File: config.mk
export PLATFORM = sky130hd
export DESIGN_NAME = spi_slave
export DESIGN_NICKNAME = d
export VERILOG_FILES = /design/src/rtl/spi_pkg.sv /design/src/rtl/spi_sync.sv /design/src/rtl/spi_slave.sv
export SDC_FILE = /design/constraint.sdc
export NUM_CORES = 1
export LEC_CHECK = 0
export ABC_AREA = 1
export BUFFER_PORTS_ARGS = -buffer_cell sky130_fd_sc_hd__buf_2
export CAP_MARGIN = 20
export CORE_UTILIZATION = 50
export DETAILED_ROUTE_END_ITERATION = 12
export PLACE_DENSITY = 0.73
export SYNTH_ARGS = -nofsm -noshare
export SYNTH_HDL_FRONTEND = slang
export SYNTH_SLANG_ARGS = --single-unit
File: constraint.sdc
create_clock -name clk_i -period 1.21 [get_ports clk_i]
set_input_delay 0.0605 -clock clk_i [delete_from_list [all_inputs] [get_ports clk_i]]
set_output_delay 0.0605 -clock clk_i [all_outputs]
set_load 0.05 [all_outputs]
File: src/rtl/spi_pkg.sv
// Shared SPI definitions used by both slave and master blocks.
//   spi_state_e  : transfer state (idle / active)
//   DefaultWidth : default transfer word length in bits
//   Cpol, Cpha   : supported SPI mode (mode 0 only)
package spi_pkg;

    typedef enum logic {
        StIdle,
        StActive
    } spi_state_e;

    localparam int unsigned DefaultWidth = 8;

    localparam logic Cpol = 1'b0;
    localparam logic Cpha = 1'b0;

endpackage

File: src/rtl/spi_sync.sv
// Two-flop synchronizer for a single asynchronous bit.
//   clk_i : destination clock
//   rst_i : synchronous active-high reset, loads ResetVal into both flops
//   d_i   : asynchronous input
//   q_o   : synchronized output
module spi_sync #(
    parameter logic ResetVal = 1'b0
) (
    input  logic clk_i,
    input  logic rst_i,
    input  logic d_i,
    output logic q_o
);

    logic meta_q;
    logic sync_q;

    always_ff @(posedge clk_i) begin
        if (rst_i) begin
            meta_q <= ResetVal;
            sync_q <= ResetVal;
        end else begin
            meta_q <= d_i;
            sync_q <= meta_q;
        end
    end

    assign q_o = sync_q;

endmodule

File: src/rtl/spi_slave.sv
// SPI slave, mode 0 (CPOL=0, CPHA=0), MSB first, oversampled by clk_i.
//   clk_i     : system clock (>= 4x sclk)
//   rst_i     : synchronous active-high reset
//   sclk_i    : SPI clock from master (asynchronous)
//   ss_i      : slave select, active-low (asynchronous)
//   mosi_i    : serial data from master (asynchronous)
//   miso_o    : serial data to master, 0 when not selected
//   up_data_i : one-cycle strobe, loads data_i into the TX buffer
//   data_i    : word to transmit
//   s_data_o  : last completely received word
//   s_valid_o : one-cycle pulse when s_data_o updates
//   busy_o    : high while selected
module spi_slave
    import spi_pkg::*;
#(
    parameter int unsigned Width = DefaultWidth
) (
    input  logic             clk_i,
    input  logic             rst_i,
    input  logic             sclk_i,
    input  logic             ss_i,
    input  logic             mosi_i,
    output logic             miso_o,
    input  logic             up_data_i,
    input  logic [Width-1:0] data_i,
    output logic [Width-1:0] s_data_o,
    output logic             s_valid_o,
    output logic             busy_o
);

    localparam int unsigned CntW = $clog2(Width);
    localparam logic [CntW-1:0] LastBit = CntW'(Width - 1);

    logic sclk_s;
    logic ss_s;
    logic mosi_s;

    spi_sync #(.ResetVal(1'b0)) u_sync_sclk (
        .clk_i (clk_i),
        .rst_i (rst_i),
        .d_i   (sclk_i),
        .q_o   (sclk_s)
    );

    spi_sync #(.ResetVal(1'b1)) u_sync_ss (
        .clk_i (clk_i),
        .rst_i (rst_i),
        .d_i   (ss_i),
        .q_o   (ss_s)
    );

    spi_sync #(.ResetVal(1'b0)) u_sync_mosi (
        .clk_i (clk_i),
        .rst_i (rst_i),
        .d_i   (mosi_i),
        .q_o   (mosi_s)
    );

    spi_state_e       state_q, state_d;
    logic [Width-1:0] tx_buf_q, tx_buf_d;
    logic [Width-1:0] tx_shift_q, tx_shift_d;
    logic [Width-1:0] rx_shift_q, rx_shift_d;
    logic [CntW-1:0]  bit_cnt_q, bit_cnt_d;
    logic [Width-1:0] s_data_q, s_data_d;
    logic             s_valid_q, s_valid_d;
    logic             sclk_prev_q;
    logic             ss_prev_q, ss_prev_d;
    logic [1:0]       flush_q, flush_d;

    logic             flushed;
    logic             sclk_rise;
    logic             sclk_fall;
    logic             ss_fall;
    logic [Width-1:0] rx_next;

    // The synchronizers hold their idle levels for two cycles after reset.
    // ss_prev_q is held low until real samples arrive, so an ss that was
    // already low at reset release never looks like a falling edge.
    assign flushed   = (flush_q == 2'd2);
    assign flush_d   = flushed ? flush_q : flush_q + 2'd1;
    assign ss_prev_d = flushed ? ss_s : 1'b0;

    assign sclk_rise = sclk_s & ~sclk_prev_q;
    assign sclk_fall = ~sclk_s & sclk_prev_q;
    assign ss_fall   = ~ss_s & ss_prev_q;
    assign rx_next   = {rx_shift_q[Width-2:0], mosi_s};

    always_comb begin
        state_d    = state_q;
        tx_buf_d   = up_data_i ? data_i : tx_buf_q;
        tx_shift_d = tx_shift_q;
        rx_shift_d = rx_shift_q;
        bit_cnt_d  = bit_cnt_q;
        s_data_d   = s_data_q;
        s_valid_d  = 1'b0;

        unique case (state_q)
            StIdle: begin
                if (ss_fall) begin
                    state_d    = StActive;
                    tx_shift_d = tx_buf_q;
                    rx_shift_d = '0;
                    bit_cnt_d  = '0;
                end
            end
            StActive: begin
                if (ss_s) begin
                    // Deselect aborts any partial word.
                    state_d    = StIdle;
                    rx_shift_d = '0;
                    bit_cnt_d  = '0;
                end else if (sclk_rise) begin
                    rx_shift_d = rx_next;
                    if (bit_cnt_q == LastBit) begin
                        s_data_d  = rx_next;
                        s_valid_d = 1'b1;
                        bit_cnt_d = '0;
                    end else begin
                        bit_cnt_d = bit_cnt_q + CntW'(1);
                    end
                end else if (sclk_fall) begin
                    // bit_cnt_q == 0 here means the previous word just completed.
                    if (bit_cnt_q == '0) begin
                        tx_shift_d = tx_buf_q;
                    end else begin
                        tx_shift_d = {tx_shift_q[Width-2:0], 1'b0};
                    end
                end
            end
        endcase
    end

    always_ff @(posedge clk_i) begin
        if (rst_i) begin
            state_q     <= StIdle;
            tx_buf_q    <= '0;
            tx_shift_q  <= '0;
            rx_shift_q  <= '0;
            bit_cnt_q   <= '0;
            s_data_q    <= '0;
            s_valid_q   <= 1'b0;
            sclk_prev_q <= 1'b0;
            ss_prev_q   <= 1'b0;
            flush_q     <= 2'd0;
        end else begin
            state_q     <= state_d;
            tx_buf_q    <= tx_buf_d;
            tx_shift_q  <= tx_shift_d;
            rx_shift_q  <= rx_shift_d;
            bit_cnt_q   <= bit_cnt_d;
            s_data_q    <= s_data_d;
            s_valid_q   <= s_valid_d;
            sclk_prev_q <= sclk_s;
            ss_prev_q   <= ss_prev_d;
            flush_q     <= flush_d;
        end
    end

    assign busy_o    = (state_q == StActive);
    assign miso_o    = busy_o ? tx_shift_q[Width-1] : 1'b0;
    assign s_data_o  = s_data_q;
    assign s_valid_o = s_valid_q;

endmodule

; Yosys cells after proc, flatten, opt, wreduce, memory -nomap -nowiden
; Cells that the tools add are included.
[totals]
wordCells = 60
ff_bits = 46
out_inout_bits = 11
[classes]
mux = 20
bitwise_logic = 9
add_sub_neg = 2
n_eq_ne = 7
reduce_logical = 6
[op_table]
columns = op, count
row1 = 8-bit 2-to-1 mux, 5
row2 = 7-bit 2-to-1 mux, 3
row3 = 8-bit case mux with 2 select lines, 1
row4 = 7-bit case mux with 2 select lines, 1
row5 = 3-bit 2-to-1 mux, 4
row6 = 4-bit AND reduction, 2
row7 = "2-bit inequality test, second input constant", 3
row8 = 1-bit NOT, 6
row9 = 3-bit case mux with 2 select lines, 1
row10 = 1-bit 2-to-1 mux, 4
row11 = 4-bit OR reduction, 1
row12 = "3-bit by 1-bit adder with 3-bit output, second input constant", 1
row13 = 1-bit AND, 3
row14 = "3-bit equality test, second input constant", 1
row15 = 3-bit logical NOT, 1
row16 = "3-bit by 1-bit inequality test with 1-bit output, second input constant", 1
row17 = "2-bit by 1-bit adder with 2-bit output, second input constant", 1
row18 = "2-bit equality test, second input constant", 1
row19 = "2-bit by 1-bit inequality test with 1-bit output, second input constant", 1
row20 = 1-bit case mux with 2 select lines, 1
row21 = 2-bit AND reduction, 1
row22 = 2-bit OR reduction, 1

; Logic depth before layout (Yosys ltp)
[depth]
depth_word = 6
ltp_mapped = 8

; Cells and area by module
; A second synthesis with hierarchy kept.
[unflattened]
cells_unflattened = 266
hier_area_um2 = 1896.8
[by_module_without_submodules]
columns = mod, n_inst, area_per_inst_um2, cells_per_inst, seq_area_each_um2
row1 = spi_slave, 1, 1727.9, 247, 800.8
row2 = spi_sync at u_sync_mosi ..., 2, 55.1, 6, 40.0
row3 = spi_sync at u_sync_ss, 1, 58.8, 7, 40.0

; Worst setup path before layout
; Ideal clock, no wire load.
[synth_path]
path_kind = register -> register
startpoint = reg state_q, in the netlist busy_o
endpoint = reg rx_shift_q[0]
n_path_buf = 1
period_less_slack_ns = 1.462
required_time_ns = 1.097
arrival_ns = 1.350
path_stages_with_launch = 9
setup_slack_ns = -0.252
setup_ns = 0.113
cell_sequence = dfxtp_1 -> inv_2 -> nor2_4 -> nand2_2 -> nand2_4 -> buf_6 -> nand2_1 -> nand2_1 -> nor2_1
[synth_between]
elab_chain_cells = 3
[synth_rtl]
columns = element, line_no
row1 = start: declaration, spi_slave.sv:59  ; spi_state_e state_q, state_d;
row2 = start signal: assignment, spi_slave.sv:135  ; state_q <= StIdle;
row3 = start signal: assignment, spi_slave.sv:146  ; state_q <= state_d;
row4 = 1-bit NOT, n/a
row5 = 2-bit inequality test (no source line), n/a
row6 = 2-bit AND reduction (no source line), n/a
row7 = end signal: assignment, spi_slave.sv:149  ; rx_shift_q <= rx_shift_d;
row8 = end: declaration, spi_slave.sv:62  ; logic [Width-1:0] rx_shift_q, rx_shift_d;
; Several ways; a longest one is shown, not always the timed one.
; A chain may end at the register's enable or synchronous reset.

; Worst setup path in the final report
[layout_path]
startpoint = reg bit_cnt_q[0]
endpoint = reg s_data_q[2], in the netlist s_data_o[2]
[layout_between]
elab_chain_cells = 2
[layout_rtl]
columns = element, line_no
row1 = start: declaration, spi_slave.sv:63  ; logic [CntW-1:0] bit_cnt_q, bit_cnt_d;
row2 = start signal: assignment, spi_slave.sv:150  ; bit_cnt_q <= bit_cnt_d;
row3 = 3-bit equality test, spi_slave.sv:114  ; if (bit_cnt_q == LastBit) begin
row4 = 4-bit AND reduction (no source line), n/a
row5 = end signal: assignment, spi_slave.sv:151  ; s_data_q <= s_data_d;
row6 = end: declaration, spi_slave.sv:64  ; logic [Width-1:0] s_data_q, s_data_d;
; No other way between the ends.

==> impl_metrics.yaml <==
run_status:
  status: "finished, violations left"
  violations: "negative setup slack"
worst_setup_path:
  crit_path_start_kind: "flip-flop"
  slowest_delay_ps: 370
  cp_slowest_cell: "dfxtp_4"
  cp_num_buf_inv: 1
  path_depth: 7
  r2r-end: "s_data_o[2]"
  rr_startpoint: "bit_cnt_q[0]"
  r2r_slack_ps: -80
  reg2reg_depth: 7
  endpoint_kind: "flip-flop"
  path_common_cell: "ha_4"
  cp_data_arrival_time_ps: 1480
  cp_cell_sequence: "ha_4 -> ha_4 -> nand3_4 -> nor2_4 -> clkinvlp_4 -> nand2_1 -> a21oi_1"
  crit_type: "reg -> reg"
  cpLargestDelayFamily: "flip-flops"
  crit_path_max_fanout: 4
  required_ps: 1400
finish:
  drive_gt1_frac: 0.272
  fin_nets: 340
  final_cell_mix: "nor2_1 (48), nand2_1 (48), dfxtp_1 (42)"
  num_antenna_cells: 0
  fin_area_um2: 2570
  syn_to_final_growth_pct: 36.9
  fill_cells: 277
worst_hold_path:
  hp-start: "up_data_i"
  whs_endpoint: "tx_buf_q[0]"
  holdPathStages: 3
  hold_path.class: "in -> reg"
power:
  clock_power_share: 0.363
  intPower_w: 0.00236
  swShare: 0.235
  net-switching-power_w: 0.000727
  worst_ir_drop_vdd_mv: 0.823
  cellPowerDensity_nw_per_um2: 1200
  p_leak_nw: 1.23
  pwr-share-comb: 0.107
  power_frac_seq: 0.530
synth:
  avgSynthCellArea_um2: 7.16
  synth.distinct_cells: 19
  syn_inst: 262
  netlist_area_um2: 1880
  postSynthNetCount: 280
  synth_seq_cells: 46
  synth_seq_area_share: 0.491
  yosysWarnings: 0
placement:
  port_buffers: 24
  finalWeightedCongestion: 0.794
  place_hpwl_mm: 2.49
  pre_cts_ws_ps: -153
  place_area_um2: 2150
die:
  die_x_um: 63.3
  core_um2: 3470
  die-area_um2: 4000
  fp.dieH_um: 63.3
  io_pins: 25
  start_util: 0.541
  rows: 21
detailed_routing:
  routed_wl_mm: 4.23
  drt_iter0_markers: 45
  wire_per_inst_um: 11.5
  antenna_left: 0
  vias: 1748
  drc_errors: 0
  firstDrtPassIters: 4
  via_per_inst: 4.74
sta:
  slew_violations: 0
  setup_viol: 9
  finalHoldViolations: 0
  period_share: 1.07
  max_slew.worst_pin.slew_ps: 250
  rsz0062_at_grt: "yes"
  fin_ws_ps: -79.4
  fmax_mhz: 776
  finalCriticalPeriod_ps: 1290
  slew_headroom: 0.834
  fin_skew_ps: 6.88
grt:
  grt_pass1_vias: 1565
  grt_pass1_wl_mm: 6.82
  grt_max_degree: 24
  antenna_found_initial: 0
  grt.total_usage: 0.223
  gr-total-overflow: 0
clock_tree:
  cts.path.max_buffers: 2
  tritoncts.num_buffers: 5
  ctsHtreeMaxLevel: 2
  cts.sinks: 46
  cts.reportedPaths.clkPinSlew_ps: 80
  cts_tree: "built"
  cts-root-buf: "clkbuf_8"
  clk_latency_ps: 300
run:
  drv_cap: 0
-- cell usage after synthesis, drive strengths merged --
cell    instances  area (um^2)
clkbuf          3         11.3
buf             3         21.3
nand2          57          234
o21ai          15         75.1
nand3          18         90.1
nor3            1         5.00
nor2           54          213
inv            41          154
ha              4         50.1
or2             2         12.5
a21oi          18         90.1
dfxtp          46          921
-- worst max-delay path by stage --
stage	startpoint	endpoint	slack [ps]
6_report	bit_cnt_q[0]	s_data_o[2]	-80
5_1_grt	bit_cnt_q[1]	s_data_o[2]	-170
4_1_cts	bit_cnt_q[0]	s_data_o[2]	-70
3_5_place_dp	bit_cnt_q[0]	s_data_o[6]	-150
3_3_place_gp	bit_cnt_q[0]	s_data_o[0]	-40
2_1_floorplan	bit_cnt_q[0]	s_data_o[0]	2
-- tightest hold or removal path, delay by kind of cell --
kind,cells,cell delay [ps]
buffers and inverters,1,150
AOI/OAI and AO/OA,1,90
and+or+nand+nor,1,70
-- sequential cells by signal (all words and copies together), names as in the netlist --
signal,cells
s_valid_o,1
busy_o,1
u_sync_mosi.meta_q,1
tx_buf_q,8
u_sync_sclk.meta_q,1
u_sync_ss.meta_q,1
u_sync_ss.q_o,1
s_data_o,8
rx_shift_q,7
flush_q,2
u_sync_mosi.q_o,1
bit_cnt_q,3
u_sync_sclk.q_o,1
sclk_prev_q,1
tx_shift_q,8
ss_prev_q,1
-- cell families after synthesis --
| logic type | share of synthesized area |
|---|---|
| AOI/OAI and AO/OA | 0.0880 |
| adders and majority gates | 0.0267 |
| buffers and inverters | 0.0993 |
| DFF | 0.491 |
| and+or+nand+nor | 0.295 |
-- what timing repair did --
item	in CTS	in global routing
pin swaps	3	5
cloned	1	0
setup buffers	1	6
gates resized for setup	15	26
setup endpoints to repair	22	28
hold buffers	11	0
endpoints found under the hold margin	11	0
-- cell type report --
| cell class | count | area (um^2) | share of cell area |
|---|---|---|---|
| Timing Repair Buffer | 58 | 420 | 0.164 |
| Clock buffer | 6 | 72.6 | 0.0283 |
| Sequential cell | 46 | 931 | 0.362 |
| Tap cell | 46 | 57.6 | 0.0224 |
| Inverter | 41 | 159 | 0.0619 |
| Timing Repair inverter | 1 | 7.51 | 0.00292 |
| Multi-Input combinational cell | 169 | 883 | 0.344 |
| Clock inverter | 2 | 37.5 | 0.0146 |
-- power by group through the flow --
stage          registers [W]  logic, W  clock network, W
6_report             0.00164  0.000332           0.00112
5_1_grt              0.00165  0.000378           0.00121
4_1_cts              0.00163  0.000302           0.00114
3_5_place_dp         0.00167  0.000269                 0
3_3_place_gp         0.00166  0.000262                 0
2_1_floorplan        0.00166  0.000176                 0
-- metrics by stage --
| step | total power (W) | TNS [ps] | utilization | instances | hold slack, ps |
|---|---|---|---|---|---|
| final | 0.00309 | -450 | 0.741 | 369 | 108 |
| after global routing | 0.00324 | -1550 | 0.741 | 369 | 138 |
| after floorplan | 0.00184 | 0 | - | 262 | 134 |
| after global placement | 0.00193 | -252 | 0.620 | 342 | 243 |
| after detailed placement | 0.00194 | -1470 | 0.620 | 342 | 247 |
| after CTS | 0.00307 | -258 | 0.706 | 363 | 107 |
-- metal layers --
layer / vias to the layer above / share of wire / track usage / routed length (um)
met3: 11 / 0.052 / 0.0652 / 218
li1: 918 / - / - / -
met4: 0 / 0.029 / 0.102 / 121
met5: - / 0 / 0 / 0
met2: 54 / 0.47 / 0.352 / 2010
met1: 765 / 0.45 / 0.279 / 1890
Note: power is estimated with default switching activity, not from simulation.
